## src/rtl/alu_sequencer.sv

```systemverilog
// Multi-cycle ALU command sequencer: issues an opcode to an external registered ALU
// N times, feeding each result back as operand A. Optional macro ALU_SEQ_ZERO_FLAG_EN adds rsp_zero_o.
module alu_sequencer #(
    parameter int          ITER_W      = 4,
    parameter logic [4:0]  IDLE_OPCODE = 5'b00011
) (
    input  logic              clock_i,
    input  logic              reset_i,
    input  logic              cmd_valid_i,
    output logic              cmd_ready_o,
    input  logic [4:0]        cmd_opcode_i,
    input  logic [31:0]       cmd_a_i,
    input  logic [31:0]       cmd_b_i,
    input  logic [ITER_W-1:0] cmd_count_i,
    output logic [4:0]        alu_opcode_o,
    output logic [31:0]       alu_a_o,
    output logic [31:0]       alu_b_o,
    input  logic [31:0]       alu_result_i,
    output logic              rsp_valid_o,
    input  logic              rsp_ready_i,
    output logic [31:0]       rsp_data_o,
`ifdef ALU_SEQ_ZERO_FLAG_EN
    output logic              rsp_zero_o,
`endif
    output logic              busy_o
);

    typedef enum logic [1:0] {
        S_IDLE  = 2'd0,
        S_ISSUE = 2'd1,
        S_WAIT  = 2'd2,
        S_RESP  = 2'd3
    } state_e;

    localparam logic [ITER_W-1:0] CNT_ONE = {{(ITER_W-1){1'b0}}, 1'b1};

    state_e            state_q, state_d;
    logic [4:0]        op_q, op_d;
    logic [31:0]       a_q, a_d;
    logic [31:0]       b_q, b_d;
    logic [ITER_W-1:0] cnt_q, cnt_d;
    logic [31:0]       data_q, data_d;
`ifdef ALU_SEQ_ZERO_FLAG_EN
    logic              zero_q, zero_d;
`endif

    always_ff @(posedge clock_i or posedge reset_i) begin
        if (reset_i) begin
            state_q <= S_IDLE;
            op_q    <= '0;
            a_q     <= '0;
            b_q     <= '0;
            cnt_q   <= '0;
            data_q  <= '0;
`ifdef ALU_SEQ_ZERO_FLAG_EN
            zero_q  <= 1'b0;
`endif
        end else begin
            state_q <= state_d;
            op_q    <= op_d;
            a_q     <= a_d;
            b_q     <= b_d;
            cnt_q   <= cnt_d;
            data_q  <= data_d;
`ifdef ALU_SEQ_ZERO_FLAG_EN
            zero_q  <= zero_d;
`endif
        end
    end

    always_comb begin
        state_d = state_q;
        op_d    = op_q;
        a_d     = a_q;
        b_d     = b_q;
        cnt_d   = cnt_q;
        data_d  = data_q;
`ifdef ALU_SEQ_ZERO_FLAG_EN
        zero_d  = zero_q;
`endif
        case (state_q)
            S_IDLE: begin
                if (cmd_valid_i) begin
                    op_d    = cmd_opcode_i;
                    a_d     = cmd_a_i;
                    b_d     = cmd_b_i;
                    cnt_d   = (cmd_count_i == '0) ? CNT_ONE : cmd_count_i;
                    state_d = S_ISSUE;
                end
            end
            S_ISSUE: state_d = S_WAIT;
            S_WAIT: begin
                // The ALU result registered from the ISSUE cycle is valid here.
                cnt_d = cnt_q - CNT_ONE;
                if (cnt_q != CNT_ONE) begin
                    a_d     = alu_result_i;
                    state_d = S_ISSUE;
                end else begin
                    data_d  = alu_result_i;
`ifdef ALU_SEQ_ZERO_FLAG_EN
                    zero_d  = (alu_result_i == 32'd0);
`endif
                    state_d = S_RESP;
                end
            end
            S_RESP: begin
                if (rsp_ready_i) begin
                    state_d = S_IDLE;
                end
            end
            default: state_d = S_IDLE;
        endcase
    end

    // Operand outputs come straight from the latched registers, which only
    // change on the edge entering ISSUE, so they hold their values elsewhere.
    assign alu_opcode_o = (state_q == S_ISSUE) ? op_q : IDLE_OPCODE;
    assign alu_a_o      = a_q;
    assign alu_b_o      = b_q;
    assign cmd_ready_o  = (state_q == S_IDLE);
    assign rsp_valid_o  = (state_q == S_RESP);
    assign rsp_data_o   = data_q;
    assign busy_o       = (state_q != S_IDLE);
`ifdef ALU_SEQ_ZERO_FLAG_EN
    assign rsp_zero_o   = zero_q;
`endif

endmodule

```

## config.mk

```make
export PLATFORM = sky130hd
export DESIGN_NAME = alu_sequencer
export DESIGN_NICKNAME = d
export VERILOG_FILES = /design/src/rtl/alu_sequencer.sv
export SDC_FILE = /design/constraint.sdc
export NUM_CORES = 1
export LEC_CHECK = 0
export CAP_MARGIN = 30
export CORE_MARGIN = 8
export CORE_UTILIZATION = 40
export DETAILED_ROUTE_END_ITERATION = 10
export PLACE_DENSITY = 0.83
export SLEW_MARGIN = 15
export SYNTH_ARGS = -nofsm -noshare
export SYNTH_HDL_FRONTEND = slang
export SYNTH_SLANG_ARGS = --single-unit
```

## constraint.sdc

```tcl
create_clock -name clock_i -period 5.3 [get_ports clock_i]
set_input_delay 0.795 -clock clock_i [delete_from_list [all_inputs] [get_ports clock_i]]
set_output_delay 0.795 -clock clock_i [all_outputs]
set_load 0.005 [all_outputs]
```

==> results of run 1 <==
per-layer routing:
layer	track usage	vias to the layer above
met5	0	-
met4	0.05869	0
met3	0.07489	11
met2	0.2834	144
met1	0.1788	1610
li1	-	1495
synth_stat cells, drive strengths merged (2+ instances only):
cell | instances | area [um^2]
mux2 | 133 | 1498
nor2 | 2 | 10.01
inv | 7 | 26.28
ha | 2 | 25.02
buf | 17 | 118.9
a21oi | 3 | 15.01
nor3b | 3 | 27.52
nand2 | 2 | 7.510
a31oi | 2 | 12.51
o21ai | 3 | 15.01
and2 | 4 | 25.02
nor3 | 2 | 10.01
dfrtp | 107 | 2678
nand2b | 3 | 26.27
nor2b | 4 | 25.02
path summary, 6_finish.rpt:
path | cells after the start | slack (ns) | to
max in group asynchronous | 3 | 3.28 | alu_b_o[2]
max reg2reg | 4 | 3.04 | rsp_data_o[8]
max | 3 | 2.51 | alu_opcode_o[4]
min reg2reg | 1 | 0.49 | rsp_data_o[20]
min | 1 | 0.49 | rsp_data_o[20]
min in group asynchronous | 2 | 0.94 | rsp_data_o[23]
state kept, by name (all words and copies together) (netlist names):
name	count
alu_a_o	32
alu_b_o	32
rsp_data_o	32
op_q	5
cnt_q	4
state_q	2
per-stage QoR:
stage                     std cells  worst slack, ns  hold WS, ns
after global routing            661            2.401       0.5017
after floorplan                 302            1.688       0.4715
after CTS                       660            2.490       0.4909
final                           661            2.509       0.4863
after global placement          642            2.353       0.4679
after detailed placement        644            2.295       0.4751
final cells by class:
cell class,instances,area (um^2),share of cell area
inverter,7,28.78,0.003997
clock inverter,5,85.08,0.01182
multi-input combinational,171,1788,0.2483
tap,143,178.9,0.02485
timing repair buffer,217,2200,0.3055
sequential,107,2678,0.3719
clock buffer,11,242.7,0.03371
cells by family after synthesis:
family,after synthesis,synth area share
AND/OR/NAND/NOR,23,0.03380
flip-flops,107,0.5834
buffers and inverters,24,0.03163
adder cells (fa/ha/maj),2,0.005452
AO/OA/AOI/OAI,13,0.01936
multiplexers,133,0.3263
power groups by stage:
stage	Sequential, W	Clock, W	Combinational (W)
floorplan	0.00147	0	0.000792
global placement	0.00147	0	0.00180
detailed placement	0.00150	0	0.00187
CTS	0.00148	0.000738	0.00188
global route	0.00154	0.000769	0.00199
finish	0.00148	0.000726	0.00184
==> flow_summary.ini, run 1 <==
[status]
outcome = finished clean

[setup_path]
worstSetupPathType = register to primary output
critPathLaunchType = register
cp.required_ns = 4.51
cp-startpoint = state_q[0]
crit_buf_inv = 1
crit_path_top_delay_cell = dfrtp_1
cp_cell_sequence = nor2b_1 > and2_1 > clkdlybuf4s50_1
cp_max_fo = 12
crit-reg2reg-launch = state_q[1]
cp_data_arrival_time_ns = 2.00
cpPeakStageDelay_ns = 0.64
worstSetupEndpointType = primary output
cpLargestDelayFamily = flip-flops

[synthesis]
synthCells = 302
synth_edf_count = 0
synth_top_flop_cell = dfrtp_1
ys_types = 29
synth_nets = 413
yosysSeqAreaShare = 0.5834
yosys_warnings = 0
ys_seq_elements = 107
ys_async_sr_fraction = 1.000
syn_area_um2 = 4589
syn_avg_cell_area_um2 = 15.20

[layout]
final_common_cell = clkdlybuf4s50_1
fill_cells = 837
design_area_um2 = 7201
syn_to_final_growth_pct = 56.90
final_cell_mix = clkdlybuf4s50_1 (212), dfrtp_1 (107), mux2_2 (103)
layout.nets = 624
layout-drive-gt1-share = 0.2548
fin_util = 0.6361
diodes = 0

[cts]
h-tree-depth = 3
clkTransAtPathRegs_ns = 0.07
cts_root_buf = clkbuf_16
post_cts_buffers = 0
hold_buffers = 0
cts_made_buffers = 9
cts_resized = 0
clock_latency_ns = 0.34
cts.sinks = 107
clockBufferDepth = 2
tritoncts = done

[sta]
fmax_mhz = 358.3
fin_crit_sh = 0.5266
layout_min_cycle_time_ns = 2.791
worst_pin_slew_ns = 0.7668
slew_viol_final = 0
grt_setup_unrepaired = no
hold_viol_final = 0
slew_headroom = 0.4888
fin_skew_ns = 0.008359
tns_ns = 0
setup_viol = 0

[routing]
wl_met1_um = 4662
ant_nets = 0
drt_iter0_drc = 121
postRouteWirelength_um = 12630
wire_per_inst_um = 19.11
vias_per_cell = 4.932
vias = 3260
wl_met2_um = 6238
remaining_drc_errors = 0
top_layer_used = met4
dr.pass1.iters = 4
wl_met3_um = 1556

[power_and_ir_drop]
p_per_area_nw_per_um2 = 562.7
clock_power_share = 0.179
seq_power_share = 0.366
power_w = 0.004052
combPwrFrac = 0.455
vdd_ir_drop_max_uv = 308.5
power.share.switching = 0.2812
p_sw_w = 0.001139
p_int_w = 0.002912
p_leak_nw = 2.994

[global_routing]
grt_max_degree = 64
antenna_found_initial = 0
grt_pass1_wl_um = 19510
grt_usage = 0.1658
grt_overflow = 0
grt_pass1_vias = 3630

[die]
io_pins = 213
die-height_um = 123.1
start_util = 0.4054
core_region_area_um2 = 11320
std_cell_rows = 39
die_area_um2 = 15160
die_width_um = 123.1

[placement]
dpl_cell_area_um2 = 6858
port_buffers = 212
gp_congestion = 0.8173
post-dp-hpwl_um = 9843

[flow_run]
maxCapViolCount = 0

[hold_path]
min_from = rsp_data_o[20]
hold_path.class = register to register
Power figures use the tool's default switching activity.
==> run 2: changes to the inputs <==
clock period = 2.8 ns   (was 5.3 ns; I/O delays follow)
==> run 2 against run 1 <==
- via count fell by 0.74%
- wire length increased by 1.4%
- critical path depth stayed put
- register-to-register slack worse by 2.4 ns
- clock skew decreased by 0.0013 ns
- power rose by 86%
==> flow_summary.ini, run 2 (synthesized netlist as in run 1, its figures left out) <==
[layout]
final_common_cell = clkdlybuf4s50_1
diodes = 0
fin_util = 0.6325
syn_to_final_growth_pct = 56.03
final_cell_mix = clkdlybuf4s50_1 (212), dfrtp_1 (107), mux2_2 (103)
fill_cells = 871
layout-drive-gt1-share = 0.2524
layout.nets = 625
final-instance-count-excl-fill = 662

[setup_path]
cp.required_ns = 2.38
worstSetupEndpointType = primary output
cp_max_fo = 12
critPathLaunchType = register
cp_data_arrival_time_ns = 1.99
worstSetupPathType = register to primary output

[sta]
hold_viol_final = 0
fin_skew_ns = 0.007067
grt_setup_unrepaired = no
fmax_mhz = 415.7
slew_viol_final = 0
layout_min_cycle_time_ns = 2.406
worst_pin_slew_ns = 0.7851
fin_crit_sh = 0.8592
setup_viol = 0
tns_ns = 0
slew_headroom = 0.4755

[die]
io_pins = 213
die-height_um = 123.1
start_util = 0.4054
std_cell_rows = 39
die_width_um = 123.1
die_area_um2 = 15160
core_region_area_um2 = 11320

[placement]
port_buffers = 212
post-dp-hpwl_um = 9825
numPlacedInstances = 646
gp_congestion = 0.7523

[cts]
clkTransAtPathRegs_ns = 0.07
tritoncts = done
clockBufferDepth = 2
cts_made_buffers = 9
cts_root_buf = clkbuf_16
post_cts_buffers = 0
cts.sinks = 107
h-tree-depth = 3
hold_buffers = 0
cts_resized = 0
clock_latency_ns = 0.34

[flow_run]
maxCapViolCount = 0

[routing]
ant_nets = 0
drt_iter0_drc = 132
dr.pass1.iters = 4
vias = 3236
remaining_drc_errors = 0
wire_per_inst_um = 19.34
vias_per_cell = 4.888
postRouteWirelength_um = 12810

[global_routing]
grt_pass1_vias = 3697
grt_max_degree = 46
grt_overflow = 0
antenna_found_initial = 0
grt_use_met3 = 0.07534
grt_pass1_wl_um = 20020
grt_usage = 0.1710
use_met2 = 0.2922
top_usage_layer = met2
use_met1 = 0.1871

[hold_path]
hold_path.class = register to register

[power_and_ir_drop]
p_leak_nw = 2.974
p_per_area_nw_per_um2 = 1050
vdd_ir_drop_max_uv = 556.7
power_w = 0.007522

[status]
outcome = finished clean
[run 2: changes by cell type in the layout (fill, tap and decap cells not counted), sizes merged]
cell      change
bufinv        -1
clkbuf        +1
buf           +1
inv           -2
clkinvlp      +2
[run 2: worst paths after layout]
kind / from / end / slack (ns) / depth (start not counted)
max: state_q[0] / alu_opcode_o[3] / 0.39 / 3
min: rsp_data_o[1] / rsp_data_o[1] / 0.49 / 1
max reg2reg: state_q[1] / rsp_data_o[24] / 0.64 / 4
min reg2reg: rsp_data_o[1] / rsp_data_o[1] / 0.49 / 1
max in group asynchronous: reset_i / rsp_data_o[16] / 1.56 / 3
min in group asynchronous: reset_i / alu_b_o[11] / 0.57 / 2
[run 2: critical path: stages (launching register included)]
cell	delay [ns]
dfrtp_1	0.62
nor2b_1	0.36
and2_1	0.17
clkdlybuf4s50_1	0.50
[run 2: stage by stage]
stage | worst slack [ns] | hold WS, ns | instance area, um^2
after detailed placement | 0.5755 | 0.4741 | 6864
after global routing | 0.2655 | 0.5015 | 7161
after floorplan | 1.092 | 0.4715 | 4593
final | 0.3943 | 0.4891 | 7161
after CTS | 0.3424 | 0.4901 | 7161
after global placement | 0.6660 | 0.4658 | 6864
[run 2: metal layers]
metal | up-vias | wire length (um)
met5 | - | 0
met4 | 0 | 179
met3 | 11 | 1597
met2 | 139 | 6254
met1 | 1599 | 4772
li1 | 1487 | -
[run 2: area by class of cell]
| cell class | instances | area [um^2] | share of cell area |
|---|---|---|---|
| Sequential cell | 107 | 2678 | 0.3739 |
| Timing Repair Buffer | 218 | 2192 | 0.3061 |
| Tap cell | 143 | 178.9 | 0.02499 |
| Clock buffer | 12 | 246.5 | 0.03442 |
| Clock inverter | 4 | 50.05 | 0.006989 |
| Inverter | 7 | 30.03 | 0.004194 |
| Multi-Input combinational cell | 171 | 1785 | 0.2493 |
[run 2: report_power, final]
group	internal (W)	total, W	switching, W
clock network	0.000718	0.00127	0.000550
logic	0.00234	0.00346	0.00112
registers	0.00233	0.00279	0.000463
==> run 3: changes to the inputs <==
HOLD_SLACK_MARGIN = 0.08   (was unset)
SKIP_LAST_GASP = 1   (was unset)
SLEW_MARGIN = unset   (was 15)
==> results of run 3 <==
Same layout as run 2: the final DEF is identical, and so are final timing and power.
